<file path="src/rtl/debug_unit.sv">
// UART-side debug controller: loads instruction memory from received bytes, runs the
// pipeline continuously or one step at a time, and reports cycle count and PC back.
module debug_unit #(
   parameter int             LEN       = 32,
   parameter int             ADDR_W    = 10,
   parameter logic [LEN-1:0] HALT_WORD = 32'hFFFF_FFFF
) (
   input  logic              clk,
   input  logic              reset,
   input  logic [7:0]        rx_data,
   input  logic              rx_done,
   input  logic              tx_done,
   input  logic              halt,
   input  logic [LEN-1:0]    pc,
   output logic              cpu_enable,
   output logic              cpu_reset,
   output logic              imem_wr_en,
   output logic [ADDR_W-1:0] imem_wr_addr,
   output logic [LEN-1:0]    imem_wr_data,
   output logic              tx_start,
   output logic [7:0]        tx_data
);

   localparam int WORD_BYTES = LEN / 8;
   localparam int REP_BYTES  = (2 * LEN) / 8;
   localparam int BCW        = $clog2(WORD_BYTES);
   localparam int TIW        = $clog2(REP_BYTES);

   localparam logic [7:0] CMD_START   = 8'h01;
   localparam logic [7:0] CMD_CONT    = 8'h02;
   localparam logic [7:0] CMD_STEPMOD = 8'h03;
   localparam logic [7:0] CMD_REPROG  = 8'h05;
   localparam logic [7:0] CMD_STEP    = 8'h06;

   typedef enum logic [2:0] {
      S_IDLE     = 3'd0,
      S_PROG     = 3'd1,
      S_WAIT     = 3'd2,
      S_CONT     = 3'd3,
      S_STEP     = 3'd4,
      S_STEP_RUN = 3'd5,
      S_SEND     = 3'd6
   } state_e;

   state_e              state_q, state_d;
   logic [BCW-1:0]      byte_cnt_q, byte_cnt_d;
   logic [ADDR_W-1:0]   addr_q, addr_d;
   logic [LEN-1:0]      word_q, word_d;
   logic [LEN-1:0]      cycle_count_q, cycle_count_d;
   logic [2*LEN-1:0]    report_q, report_d;
   logic [TIW-1:0]      tx_idx_q, tx_idx_d;
   logic                tx_wait_q, tx_wait_d;
   logic                from_step_q, from_step_d;
   logic                cpu_enable_q, cpu_enable_d;
   logic                cpu_reset_q, cpu_reset_d;
   logic                imem_wr_en_q, imem_wr_en_d;
   logic [ADDR_W-1:0]   imem_wr_addr_q, imem_wr_addr_d;
   logic [LEN-1:0]      imem_wr_data_q, imem_wr_data_d;
   logic                tx_start_q, tx_start_d;
   logic [7:0]          tx_data_q, tx_data_d;

   logic [LEN-1:0]      assembled_s;
   logic                enter_prog_s;

   assign assembled_s = {word_q[LEN-9:0], rx_data};

   // Next-state and registered-output logic for the whole controller.
   always_comb begin
      state_d        = state_q;
      byte_cnt_d     = byte_cnt_q;
      addr_d         = addr_q;
      word_d         = word_q;
      cycle_count_d  = cycle_count_q;
      report_d       = report_q;
      tx_idx_d       = tx_idx_q;
      tx_wait_d      = tx_wait_q;
      from_step_d    = from_step_q;
      cpu_enable_d   = 1'b0;
      cpu_reset_d    = 1'b0;
      imem_wr_en_d   = 1'b0;
      imem_wr_addr_d = imem_wr_addr_q;
      imem_wr_data_d = imem_wr_data_q;
      tx_start_d     = 1'b0;
      tx_data_d      = tx_data_q;
      enter_prog_s   = 1'b0;

      if (cpu_enable_q) begin
         cycle_count_d = cycle_count_q + LEN'(1'b1);
      end else begin
         cycle_count_d = cycle_count_q;
      end

      case (state_q)
         S_IDLE: begin
            if (rx_done && (rx_data == CMD_START)) begin
               enter_prog_s = 1'b1;
            end else begin
               state_d = S_IDLE;
            end
         end
         S_PROG: begin
            if (rx_done) begin
               word_d = assembled_s;
               if (byte_cnt_q == BCW'(WORD_BYTES - 1)) begin
                  byte_cnt_d     = '0;
                  imem_wr_en_d   = 1'b1;
                  imem_wr_addr_d = addr_q;
                  imem_wr_data_d = assembled_s;
                  addr_d         = addr_q + ADDR_W'(1'b1);
                  if (assembled_s == HALT_WORD) begin
                     state_d = S_WAIT;
                  end else begin
                     state_d = S_PROG;
                  end
               end else begin
                  byte_cnt_d = byte_cnt_q + BCW'(1'b1);
               end
            end else begin
               state_d = S_PROG;
            end
         end
         S_WAIT: begin
            if (rx_done) begin
               case (rx_data)
                  CMD_CONT: begin
                     state_d      = S_CONT;
                     cpu_enable_d = 1'b1;
                  end
                  CMD_STEPMOD: state_d = S_STEP;
                  CMD_REPROG:  enter_prog_s = 1'b1;
                  default:     state_d = S_WAIT;
               endcase
            end else begin
               state_d = S_WAIT;
            end
         end
         // The halt cycle itself is still an enabled cycle, so the report includes it.
         S_CONT: begin
            if (halt) begin
               state_d     = S_SEND;
               report_d    = {cycle_count_q + LEN'(1'b1), pc};
               from_step_d = 1'b0;
               tx_idx_d    = '0;
               tx_wait_d   = 1'b0;
            end else begin
               cpu_enable_d = 1'b1;
            end
         end
         S_STEP: begin
            if (rx_done) begin
               case (rx_data)
                  CMD_STEP: begin
                     state_d      = S_STEP_RUN;
                     cpu_enable_d = 1'b1;
                  end
                  CMD_REPROG: enter_prog_s = 1'b1;
                  default:    state_d = S_STEP;
               endcase
            end else begin
               state_d = S_STEP;
            end
         end
         S_STEP_RUN: begin
            state_d     = S_SEND;
            report_d    = {cycle_count_q + LEN'(1'b1), pc};
            from_step_d = 1'b1;
            tx_idx_d    = '0;
            tx_wait_d   = 1'b0;
         end
         S_SEND: begin
            if (!tx_wait_q) begin
               tx_start_d = 1'b1;
               tx_data_d  = report_q[2*LEN-1 -: 8];
               report_d   = {report_q[2*LEN-9:0], 8'h00};
               tx_wait_d  = 1'b1;
            end else if (tx_done) begin
               tx_wait_d = 1'b0;
               if (tx_idx_q == TIW'(REP_BYTES - 1)) begin
                  tx_idx_d = '0;
                  if (from_step_q && !halt) begin
                     state_d = S_STEP;
                  end else begin
                     state_d = S_WAIT;
                  end
               end else begin
                  tx_idx_d = tx_idx_q + TIW'(1'b1);
               end
            end else begin
               tx_wait_d = tx_wait_q;
            end
         end
         default: state_d = S_IDLE;
      endcase

      if (enter_prog_s) begin
         state_d       = S_PROG;
         cpu_reset_d   = 1'b1;
         byte_cnt_d    = '0;
         addr_d        = '0;
         cycle_count_d = '0;
      end else begin
         cpu_reset_d = 1'b0;
      end
   end

   // State and output registers; reset aborts any load, run or report in progress.
   always_ff @(posedge clk or negedge reset) begin
      if (!reset) begin
         state_q        <= S_IDLE;
         byte_cnt_q     <= '0;
         addr_q         <= '0;
         word_q         <= '0;
         cycle_count_q  <= '0;
         report_q       <= '0;
         tx_idx_q       <= '0;
         tx_wait_q      <= 1'b0;
         from_step_q    <= 1'b0;
         cpu_enable_q   <= 1'b0;
         cpu_reset_q    <= 1'b0;
         imem_wr_en_q   <= 1'b0;
         imem_wr_addr_q <= '0;
         imem_wr_data_q <= '0;
         tx_start_q     <= 1'b0;
         tx_data_q      <= 8'h00;
      end else begin
         state_q        <= state_d;
         byte_cnt_q     <= byte_cnt_d;
         addr_q         <= addr_d;
         word_q         <= word_d;
         cycle_count_q  <= cycle_count_d;
         report_q       <= report_d;
         tx_idx_q       <= tx_idx_d;
         tx_wait_q      <= tx_wait_d;
         from_step_q    <= from_step_d;
         cpu_enable_q   <= cpu_enable_d;
         cpu_reset_q    <= cpu_reset_d;
         imem_wr_en_q   <= imem_wr_en_d;
         imem_wr_addr_q <= imem_wr_addr_d;
         imem_wr_data_q <= imem_wr_data_d;
         tx_start_q     <= tx_start_d;
         tx_data_q      <= tx_data_d;
      end
   end

   assign cpu_enable   = cpu_enable_q;
   assign cpu_reset    = cpu_reset_q;
   assign imem_wr_en   = imem_wr_en_q;
   assign imem_wr_addr = imem_wr_addr_q;
   assign imem_wr_data = imem_wr_data_q;
   assign tx_start     = tx_start_q;
   assign tx_data      = tx_data_q;

endmodule

</file>
<file path="config.mk">
export PLATFORM = sky130hd
export DESIGN_NAME = debug_unit
export DESIGN_NICKNAME = d
export VERILOG_FILES = /design/src/rtl/debug_unit.sv
export SDC_FILE = /design/constraint.sdc
export NUM_CORES = 1
export LEC_CHECK = 0
export ABC_AREA = 1
export CAP_MARGIN = 0
export CORE_MARGIN = 5
export CORE_UTILIZATION = 30
export DETAILED_ROUTE_END_ITERATION = 10
export GPL_ROUTABILITY_DRIVEN = 1
export HOLD_SLACK_MARGIN = 0.12
export PLACE_DENSITY = 0.55
export RECOVER_POWER = 50
export SKIP_LAST_GASP = 1
export SLEW_MARGIN = 0
export SYNTH_ARGS = -nofsm -noshare
export SYNTH_HDL_FRONTEND = slang
export SYNTH_SLANG_ARGS = --single-unit
</file>
<file path="constraint.sdc">
create_clock -name clk -period 2.4 [get_ports clk]
set_clock_uncertainty 0.2 [all_clocks]
set_input_delay 0.72 -clock clk [delete_from_list [all_inputs] [get_ports clk]]
set_output_delay 0.72 -clock clk [all_outputs]
set_load 0.005 [all_outputs]
</file>
======== Yosys cells after proc, flatten, opt, wreduce, memory -nomap -nowiden ========
Index checks and enable logic that the tools add are counted.
word-level totals
  register bits after elaboration ......... 194
  latch bits .............................. 0
  memory bits (writable) .................. 0
  ROM bits ................................ 0
  bits of input ports ..................... 45
  output and inout port bits .............. 54
  logic and storage cells ................. 122
  memories ................................ 0
operators by class
  $add $sub $neg .......................... 4
  multiply operators ...................... 0
  div/mod/pow operators ................... 0
  order comparisons ....................... 0
  eq/ne operators ......................... 26
  shift operators ......................... 0
  muxes and demuxes ....................... 54
  bitwise operators ....................... 1
  reductions and logical operators ........ 21
operators by type and width
  operator                                             number
  one-hot mux 64 bit (3 select lines)                  1
  2-to-1 mux 64 bit                                    2
  2-to-1 mux 32 bit                                    2
  2-to-1 mux 3 bit                                     15
  2-to-1 mux 10 bit                                    4
  adder 32 x 1 -> 32 bit, second input constant        1
  equality test 32 bit, second input constant          1
  one-hot mux 3 bit (7 select lines)                   1
  one-hot mux 3 bit (3 select lines)                   2
  2-to-1 mux 1 bit                                     17
  equality test 8 x 2 -> 1 bit, second input constant  2
  equality test 8 x 3 -> 1 bit, second input constant  2
  inequality test 3 bit, second input constant         5
  equality test 3 bit, second input constant           4
  inequality test 4 bit, second input constant         3
  adder 10 x 1 -> 10 bit, second input constant        1
  2-to-1 mux 2 bit                                     5
  AND reduction 2 bit                                  5
  nonzero test 2 bit                                   5
  AND reduction 3 bit                                  3
  equality test 8 x 1 -> 1 bit, second input constant  1
  inequality test 2 bit, second input constant         4
  AND reduction 8 bit                                  1
  equality test 3 x 2 -> 1 bit, second input constant  2
  other kinds (14)                                     17

======== Depth between registers and ports, before layout ========
Gate-level depths: netlist (run 1).
  word-level depth ........................ 8
  depth in mapped cells ................... 11
  mapped depth without buffers ............ 10

======== Worst setup path before layout (run 1) ========
No wires, ideal clock.
  path type ............................... input port to flip-flop
  from .................................... input rx_data[5]
  to ...................................... register cycle_count_q[6]
  setup time .............................. 0.124 ns
  data arrival time ....................... 1.695 ns
  data required time ...................... 2.076 ns
  slack ................................... 0.381 ns
  stages .................................. 9
  cell sequence ........................... nor2_1 nand3_1 nor2_1 nand3_1 nand2_2 nor2_2 buf_4 nand2_1 o21ai_1
on the way
  cells in the longest elaborated chain, start to end .. 5
RTL lines
  item                                                                                 line          source
  from (decl)                                                                          10            input logic [7:0] rx_data,
  equality test 8 x 3 -> 1 bit / equality test 8 x 1 -> 1 bit (equally long branches)  124, 151, 95
  2-to-1 mux 1 bit / logical AND 1 bit (equally long branches)                         124, 151, 95
  2-to-1 mux 1 bit (on tied branches)                                                  150, 95
  one-hot mux 1 bit (2 select lines) (*)                                               93            case (state_q)
  2-to-1 mux 32 bit / nonzero test 2 bit (equally long branches)                       -
  to (signal assigned)                                                                 230           cycle_count_q <= cycle_count_d;
  to (decl)                                                                            49            logic [LEN-1:0] cycle_count_q, cycle_count_d;
Every way passes the cells marked *; elsewhere a longest branch is shown, timed or not.
A chain may end at the register's enable or synchronous reset.

======== Worst setup path after layout (run 1) ========
  from .................................... register cpu_enable_q, in the netlist cpu_enable
  to ...................................... output cpu_enable
RTL lines
  item                    line  source
  from (decl)             54    logic cpu_enable_q, cpu_enable_d;
  from (signal assigned)  235   cpu_enable_q <= cpu_enable_d;
  to (decl)               15    output logic cpu_enable,
No word-level cell between the ends.

==> results of run 1 <==
[sequential cells by signal, indices dropped and copies added (netlist names), 2 cells and up]
register       flops
state_q            3
word_q            24
tx_idx_q           3
addr_q            10
imem_wr_data      32
tx_data            8
imem_wr_addr      10
report_q          64
byte_cnt_q         2
cycle_count_q     32
[cells in the mapped netlist]
library cell / count / area share, %
sky130_fd_sc_hd__a211oi_1: 1 / 0.080
sky130_fd_sc_hd__a21oi_1: 7 / 0.37
sky130_fd_sc_hd__and2_1: 1 / 0.067
sky130_fd_sc_hd__and3_1: 1 / 0.067
sky130_fd_sc_hd__buf_1: 1 / 0.040
sky130_fd_sc_hd__buf_2: 14 / 0.75
sky130_fd_sc_hd__buf_4: 7 / 0.56
sky130_fd_sc_hd__buf_6: 4 / 0.48
sky130_fd_sc_hd__clkbuf_1: 18 / 0.72
sky130_fd_sc_hd__clkbuf_2: 1 / 0.053
sky130_fd_sc_hd__dfrtp_1: 194 / 52
sky130_fd_sc_hd__ha_1: 5 / 0.67
sky130_fd_sc_hd__inv_1: 94 / 3.8
sky130_fd_sc_hd__inv_2: 5 / 0.20
sky130_fd_sc_hd__nand2_1: 522 / 21
sky130_fd_sc_hd__nand2_2: 4 / 0.27
sky130_fd_sc_hd__nand3_1: 40 / 2.1
sky130_fd_sc_hd__nand3_2: 3 / 0.32
sky130_fd_sc_hd__nand3b_1: 16 / 1.3
sky130_fd_sc_hd__nand4_1: 6 / 0.40
sky130_fd_sc_hd__nor2_1: 136 / 5.4
sky130_fd_sc_hd__nor2_2: 3 / 0.20
sky130_fd_sc_hd__nor2_4: 4 / 0.48
sky130_fd_sc_hd__nor3_1: 4 / 0.21
sky130_fd_sc_hd__o211ai_1: 10 / 0.80
sky130_fd_sc_hd__o21ai_0: 107 / 5.7
sky130_fd_sc_hd__o21ai_1: 24 / 1.3
sky130_fd_sc_hd__o21ai_2: 1 / 0.093
sky130_fd_sc_hd__o31ai_1: 1 / 0.080
sky130_fd_sc_hd__or2_2: 1 / 0.067
sky130_fd_sc_hd__xnor2_1: 5 / 0.47
sky130_fd_sc_hd__xor2_1: 4 / 0.37
[area by class of cell]
cell class	instances	area, um^2	share of cell area (%)
Tap cell	396	495	4.24
Inverter	99	372	3.18
Timing Repair Buffer	143	1430	12.3
Multi-Input combinational cell	906	3910	33.5
Clock inverter	15	181	1.55
Clock buffer	17	425	3.64
Sequential cell	194	4850	41.6
[layer usage]
metal / share of wire (%) / GRT usage, % / wire length (um)
met2: 42 / 20.1 / 9810
met4: 1.1 / 3.67 / 264
met5: 0 / 0 / 0
met1: 52 / 20.5 / 12000
met3: 4.5 / 2.93 / 1030
[kinds of logic after synthesis]
kind of cell               after synthesis  share of synthesized area, %
buffers and inverters                  144                          6.56
AOI/OAI and AO/OA                      151                          8.41
xor gates and xnor gates                 9                         0.840
and+or+nand+nor                        741                          31.8
DFF                                    194                          51.7
adders and majority gates                5                         0.666
[power by group]
group / switching [uW] / internal, uW / total [uW]
logic: 1370 / 1150 / 2520
registers: 486 / 4090 / 4570
clock network: 1490 / 1420 / 2910
[how the worst min path moves through the flow]
stage                                 from               end  slack (ps)  cells after the start
after floorplan                      reset         addr_q[0]         220                      0
after global placement    imem_wr_data[24]  imem_wr_data[24]         250                      2
after CTS                 imem_wr_data[31]  imem_wr_data[31]         280                      2
after global routing      imem_wr_data[29]  imem_wr_data[29]         290                      2
after detailed placement  imem_wr_data[31]  imem_wr_data[31]         260                      2
final                     imem_wr_data[31]  imem_wr_data[31]         270                      2
[per-stage QoR]
stage | setup TNS [ps] | cell area (um^2)
floorplan | 0 | 9390
global placement | -9840 | 11100
detailed placement | -12350 | 11100
CTS | 0 | 11700
global route | 0 | 11700
finish | 0 | 11700
==> results.md, run 1 <==
- The flow ran to the end, and the final reports show no timing, DRC or antenna violations.
- The global-route wire length before repair is around 40,000 um.
- Setup repair after global routing left no endpoint under its margin.
- The cell depth of the worst setup path is 1.
- The area of the placeable core is ~31,000 um^2.
- On the worst path, the slowest cell contributes a delay of approximately 580 ps.
- Cells fill 38.0% of the core in the end.
- The number of nets in the layout is between 1k and 1.5k.
- The kind of end point of the critical path is an output pin.
- The violation count after the first detailed-route iteration is between 400 and 500.
- Setup violations remaining at the end of the flow were counted as 0.
- In this run the static leakage power is between 0.005 and 0.006 uW.
- For this configuration, the core starts out at a cell density of between 30% and 40%.
- In this run, synthesis produced a sequential element count of 194.
- The buffer count from post-CTS setup fixing is 0.
- The critical path goes through clkdlybuf4s50_1.
- In this run the vertical extent of the chip is between 150 and 200 um.
- Headroom to the max-slew limit came out at roughly half.
- In the layout the commonest cells are 523 x sky130_fd_sc_hd__nand2_1, 194 x sky130_fd_sc_hd__dfrtp_1, 137 x sky130_fd_sc_hd__nor2_1, 107 x sky130_fd_sc_hd__o21ai_0, 95 x sky130_fd_sc_hd__inv_1.
- The worst hold path belongs to the class reg2reg.
- TritonCTS built the clock tree.
- The most common cell after layout, fill and taps aside is sky130_fd_sc_hd__nand2_1.
- The smallest clock period supported by the final layout is computed as between 2000 and 2500 ps.
- The all-layer global routing usage is 13.7%.
- The final count of hold timing violations is 0.
- The via count of the first global-routing pass came to between 7k and 8k.
- During synthesis, Yosys emitted a total of 0 warnings.
- The setup slack on the worst flop-to-flop path is 270 ps.
- The launch instance of the worst register-to-register path is state_q[2].
- The number of non-filler instances in the completed layout is roughly 1.8k.
- The number of max-slew violations in the final report is 0.
- For the worst setup path, the data arrival time is 1410 ps.
- The number of clock buffers added by TritonCTS is 17.
- In this run the worst path has a maximum fanout of 3.
- The destination of the critical timing path is cpu_enable.
- In the routed layout, each cell is associated on average with a via count of around 4.5.
- The largest delay contributor family on the critical path is buffers and inverters.
- The count of buffers inserted at the top-level ports is 98.
- The HPWL after detailed placement is about 17,000 um.
- Yosys mapped the design onto 32 distinct sky130hd cell types.
- The worst reg-to-reg path cell count is 6.
- The mean instance size in the synthesized netlist is about 7.5 um^2.
- The maximum ir drop on the vdd rail is 0.532 mV.
- The maximum number of buffers from clock root to sink is 2.
- The vias after detailed routing is 7,958.
- After clock tree synthesis, the clock-pin slew on the worst setup and hold paths is approximately 80 ps.
- In this run the cell area of the synthesized design comes to about 9400 um^2.
- Counting both buffers and inverters, the worst setup path holds a total of 1.
- The slew of the pin with the lowest slew margin is around 800 ps.
- After clock tree synthesis, the repair step resized 0 gates.
- The total number of clock tree sinks is 194.
- Dividing the final minimum period by the clock period gives between 90% and 100%.
- The detailed-routing iteration count for the pre-antenna-repair pass is 5.
- After detailed routing, the average wire length per cell comes to between 10 and 15 um.
- In this run the number of H-tree levels came out at 4.
- At the worst endpoint, the required time is ~1500 ps.
- Counting the fill cells in the layout gives between 3k and 4k.
- The clock reaches the later pin of the worst-skew pair after about 440 ps.
- The worst-case hold slack is about 270 ps.
- The setup slack of the critical path after layout is between 60 and 70 ps.
- In this run the critical register-to-register path is captured at tx_data[2].
- The tree is rooted in a sky130_fd_sc_hd__clkbuf_16.
- The I/O pin count is just under 100.
- The start point of the critical path is cpu_enable.
- In the routed design, unresolved DRC markers number 0.
- The die is 187 um wide.
- Summed over all layers, the global routing overflow is 0.
- The tool flagged a number of max-cap violations equal to 0.
- Based on the critical path, the design can be clocked at up to ~430 MHz.
- The post-synthesis instance total is around 1.2k.
- The number of rows created at floorplan is 64.
- Cells with a size suffix above 1 make up around 6.9% of the layout.
- Buffers inserted to repair hold after CTS numbered 1.
- Power spread over the standard cell area amounts to between 800 and 900 nW/um^2.
- After layout, the design draws a total of about 10,000 uW.
- The synthesis-to-finish area growth is 24.4%.
- The initial antenna violation count is 0.
- The final estimated routing congestion in global placement is roughly 0.83.
- The number of nets handed over by synthesis was around 1.3k.
- The post-placement setup slack is -225 ps.
- After synthesis, flip-flops and latches occupy 51.7% of the total area.
- The placed cell count is around 1.7k.
- The kind of critical path is reg2out.
- The final layout contains routed wiring with a total length of roughly 23,000 um.
- The die covers ~35,000 um^2.
- Once detail routing completed, the nets flagged for antenna violations numbered 0.
- The repair_antennas step left the layout with diodes totalling 0.
- Entering global routing, the biggest net connects ~70 pins.
- The slowest cell on the critical path is sky130_fd_sc_hd__clkdlybuf4s50_1.
- The launching element type of the critical path is a flip-flop.
No activity file was read; power rests on OpenSTA's default activity.
==> run 2: changes to the inputs <==
DONT_BUFFER_PORTS = 1   (was not set)
PLACE_DENSITY = 0.51   (was 0.55)
==> results.md, run 2 (synthesis results as in run 1) <==
- After global routing the overflow that remains totals 0.
- The buffer cell driving the clock tree root is sky130_fd_sc_hd__clkbuf_16.
- The die covers approximately 35,000 um^2.
- The clock transition time at the flip-flop clock pins of the worst setup and hold paths is 80 ps.
- The routed layout has ~7.5k vias.
- The clock tree from TritonCTS is yes.
- No sink is reached through more buffers than the 2 on the longest clock path.
- The synthesis-to-finish area growth is 10.7%.
- The relative max-transition margin is a little over two fifths.
- After filler insertion, the fill cell instance count of the layout stands at 3,327.
- The post-cts repair resize count is 0.
- The die is roughly 190 um wide.
- On the worst path, the slowest cell contributes a delay of about 530 ps.
- In the layout the commonest cells are 523 x sky130_fd_sc_hd__nand2_1, 194 x sky130_fd_sc_hd__dfrtp_1, 137 x sky130_fd_sc_hd__nor2_1, 109 x sky130_fd_sc_hd__o21ai_0, 96 x sky130_fd_sc_hd__inv_1.
- The initial antenna violation count came to 0.
- The area of the placeable core is slightly above 30,000 um^2.
- The setup slack on the worst flop-to-flop path is ~270 ps.
- The buffer count from post-CTS setup fixing is 0.
- The signal on the critical path passes through inv_1, nand3_1, nand2_2, nor2_1, nor2_2, nand2_2, buf_12, nor2_1, o21ai_1, nand2_1.
- The number of nets in the layout is ~1.3k.
- The worst reg2reg path endpoint is report_q[49].
- The maximum ir drop on the vdd rail is between 0.4 and 0.5 mV.
- Of the cells placed in the final design, the portion with a size suffix greater than 1 is 5.36%.
- STA classifies the critical path endpoint as a flip-flop.
- The highest clock frequency the design can meet is 469 MHz.
- The slew of the pin with the lowest slew margin is a little under 900 ps.
- The flow ran to the end, but the final reports show violations.
- The total power consumption of the routed design is around 9000 uW.
- The worst register-to-register path begins at state_q[2].
- The required time of the critical path is 2520 ps.
- The maximum number of pins on one net before global-route repair is ~200.
- The most common cell after layout, fill and taps aside is sky130_fd_sc_hd__nand2_1.
- The register containing the most flip-flops in the final layout is report_q.
- The class of the most critical hold timing path is in2async.
- The kind of critical path is reg2reg.
- CTS saw around 190 sinks.
- The first global-routing pass estimated between 30,000 and 40,000 um of wire.
- The detailed-routing iteration count for the pre-antenna-repair pass is 5.
- In this run the remaining antenna-violating nets after routing total 0.
- The final estimated routing congestion in global placement is between 0.8 and 0.9.
- The number of design rule violations left after detail routing is 0.
- The slowest cell on the critical path is sky130_fd_sc_hd__dfrtp_1.
- The TritonCTS buffer count is 17.
- The worst-case hold slack is -221 ps.
- The count of buffers inserted at the top-level ports is 0.
- The starting utilization of the core area is a little under a third.
- 0 antenna diodes ended up in the layout.
- The checks that failed: hold timing.
- Using the TritonRoute via totals, the vias-per-cell ratio works out to between 4 and 5.
- The register cell area after layout is 4850 um^2.
- At the worst endpoint, the arrival time is between 2000 and 2500 ps.
- The area used by multi-input combinational logic is ~3900 um^2.
- The clock period could shrink to around 2100 ps.
- Setup total negative slack on the finished layout was measured at 0 ps.
- Clock latency on the worst-skew pair, taken at its later pin, is between 400 and 500 ps.
- The routed wire length is 22,800 um.
- The routed wire length per instance is around 14 um.
- Measured on the finished design, the core utilization comes to between 30% and 40%.
- Max-cap violations in this run came to 0.
- The number of H-tree branching levels is 4.
- The via count of the first global-routing pass is between 7k and 8k.
- Pin placement for this block handled 99 I/O pins.
- The HPWL after detailed placement is 15,900 um.
- Setup violations remaining at the end of the flow were counted as 0.
- The worst setup path is launched from a flip-flop.
- Setup repair after global routing left no endpoint under its margin.
- The all-layer global routing usage is a little over an eighth.
- For this design the ratio of total power to cell area is slightly below 900 nW/um^2.
- The flip-flop count of the largest register after layout is 64.
- The floorplan has 64 rows.
- The number of max-slew violations in the final report is 0.
- In this run the worst path has a maximum fanout of 27.
- The vertical die dimension is approximately 190 um.
- The share of the cycle needed by the critical path after routing is between 80% and 90%.
- For the worst flop-to-flop path, the logic depth is 10.
- The final count of hold timing violations is 194.
- For this block, the initial DRC count from the detailed router was ~520.
- The static leakage power is about 0.0054 uW.
-- run 2: cell types whose count changed in the layout (fill, tap and decap cells not counted), moves of 2 or more --
cell                              delta
sky130_fd_sc_hd__clkdlybuf4s50_1    -94
sky130_fd_sc_hd__buf_4              -22
sky130_fd_sc_hd__dlygate4sd3_1       -4
sky130_fd_sc_hd__clkinv_8            -3
sky130_fd_sc_hd__clkinvlp_4          +2
sky130_fd_sc_hd__inv_6               +2
sky130_fd_sc_hd__buf_12              -4
sky130_fd_sc_hd__o21ai_1             -2
sky130_fd_sc_hd__o21ai_0             +2
-- run 2: layer usage --
| metal | share of wire (%) | vias to the layer above | global-route usage (%) |
|---|---|---|---|
| li1 | - | 3871 | - |
| met1 | 51 | 3491 | 19.8 |
| met2 | 42 | 165 | 19.3 |
| met3 | 6.5 | 16 | 4.50 |
| met4 | 1.0 | 0 | 3.19 |
| met5 | 0 | - | 0 |
-- run 2: cell type report --
type	instances	area share [%]
multi-input combinational	906	37.6
tap	396	4.77
inverter	99	3.58
sequential	194	46.7
clock buffer	17	4.09
clock inverter	15	1.40
timing repair buffer	18	1.88
-- run 2: critical path: cells and delay by family (launching register included) --
family          cells  cell delay [ps]
simple gates        7              830
flops               1              530
buf+inv             2              300
compound gates      1              130
-- run 2: through the flow --
step | cell area (um^2) | std cells | worst slack [ps]
global route | 10400 | 1645 | 51.9
CTS | 10400 | 1645 | 286
finish | 10400 | 1645 | 266
floorplan | 9390 | 1244 | 381
detailed placement | 9840 | 1613 | 198
global placement | 9840 | 1613 | 250
-- run 2: report_power, final --
group          leakage (uW)  total (uW)  switching, uW  internal (uW)
combinational       0.00253        1820           1170            652
clock              0.000268        2790           1410           1380
sequential          0.00256        4640            550           4090
total               0.00536        9250           3130           6120
-- run 2: worst max path at each step --
| stage | slack [ps] | endpoint | cells after the start | startpoint |
|---|---|---|---|---|
| 2_1_floorplan | 380 | cycle_count_q[6] | 9 | rx_data[5] |
| 3_3_place_gp | 250 | cycle_count_q[0] | 9 | rx_data[5] |
| 3_5_place_dp | 200 | cycle_count_q[31] | 9 | rx_data[5] |
| 4_1_cts | 290 | tx_data[7] | 6 | state_q[2] |
| 5_1_grt | 50 | report_q[49] | 10 | state_q[2] |
| 6_report | 270 | report_q[49] | 10 | state_q[2] |
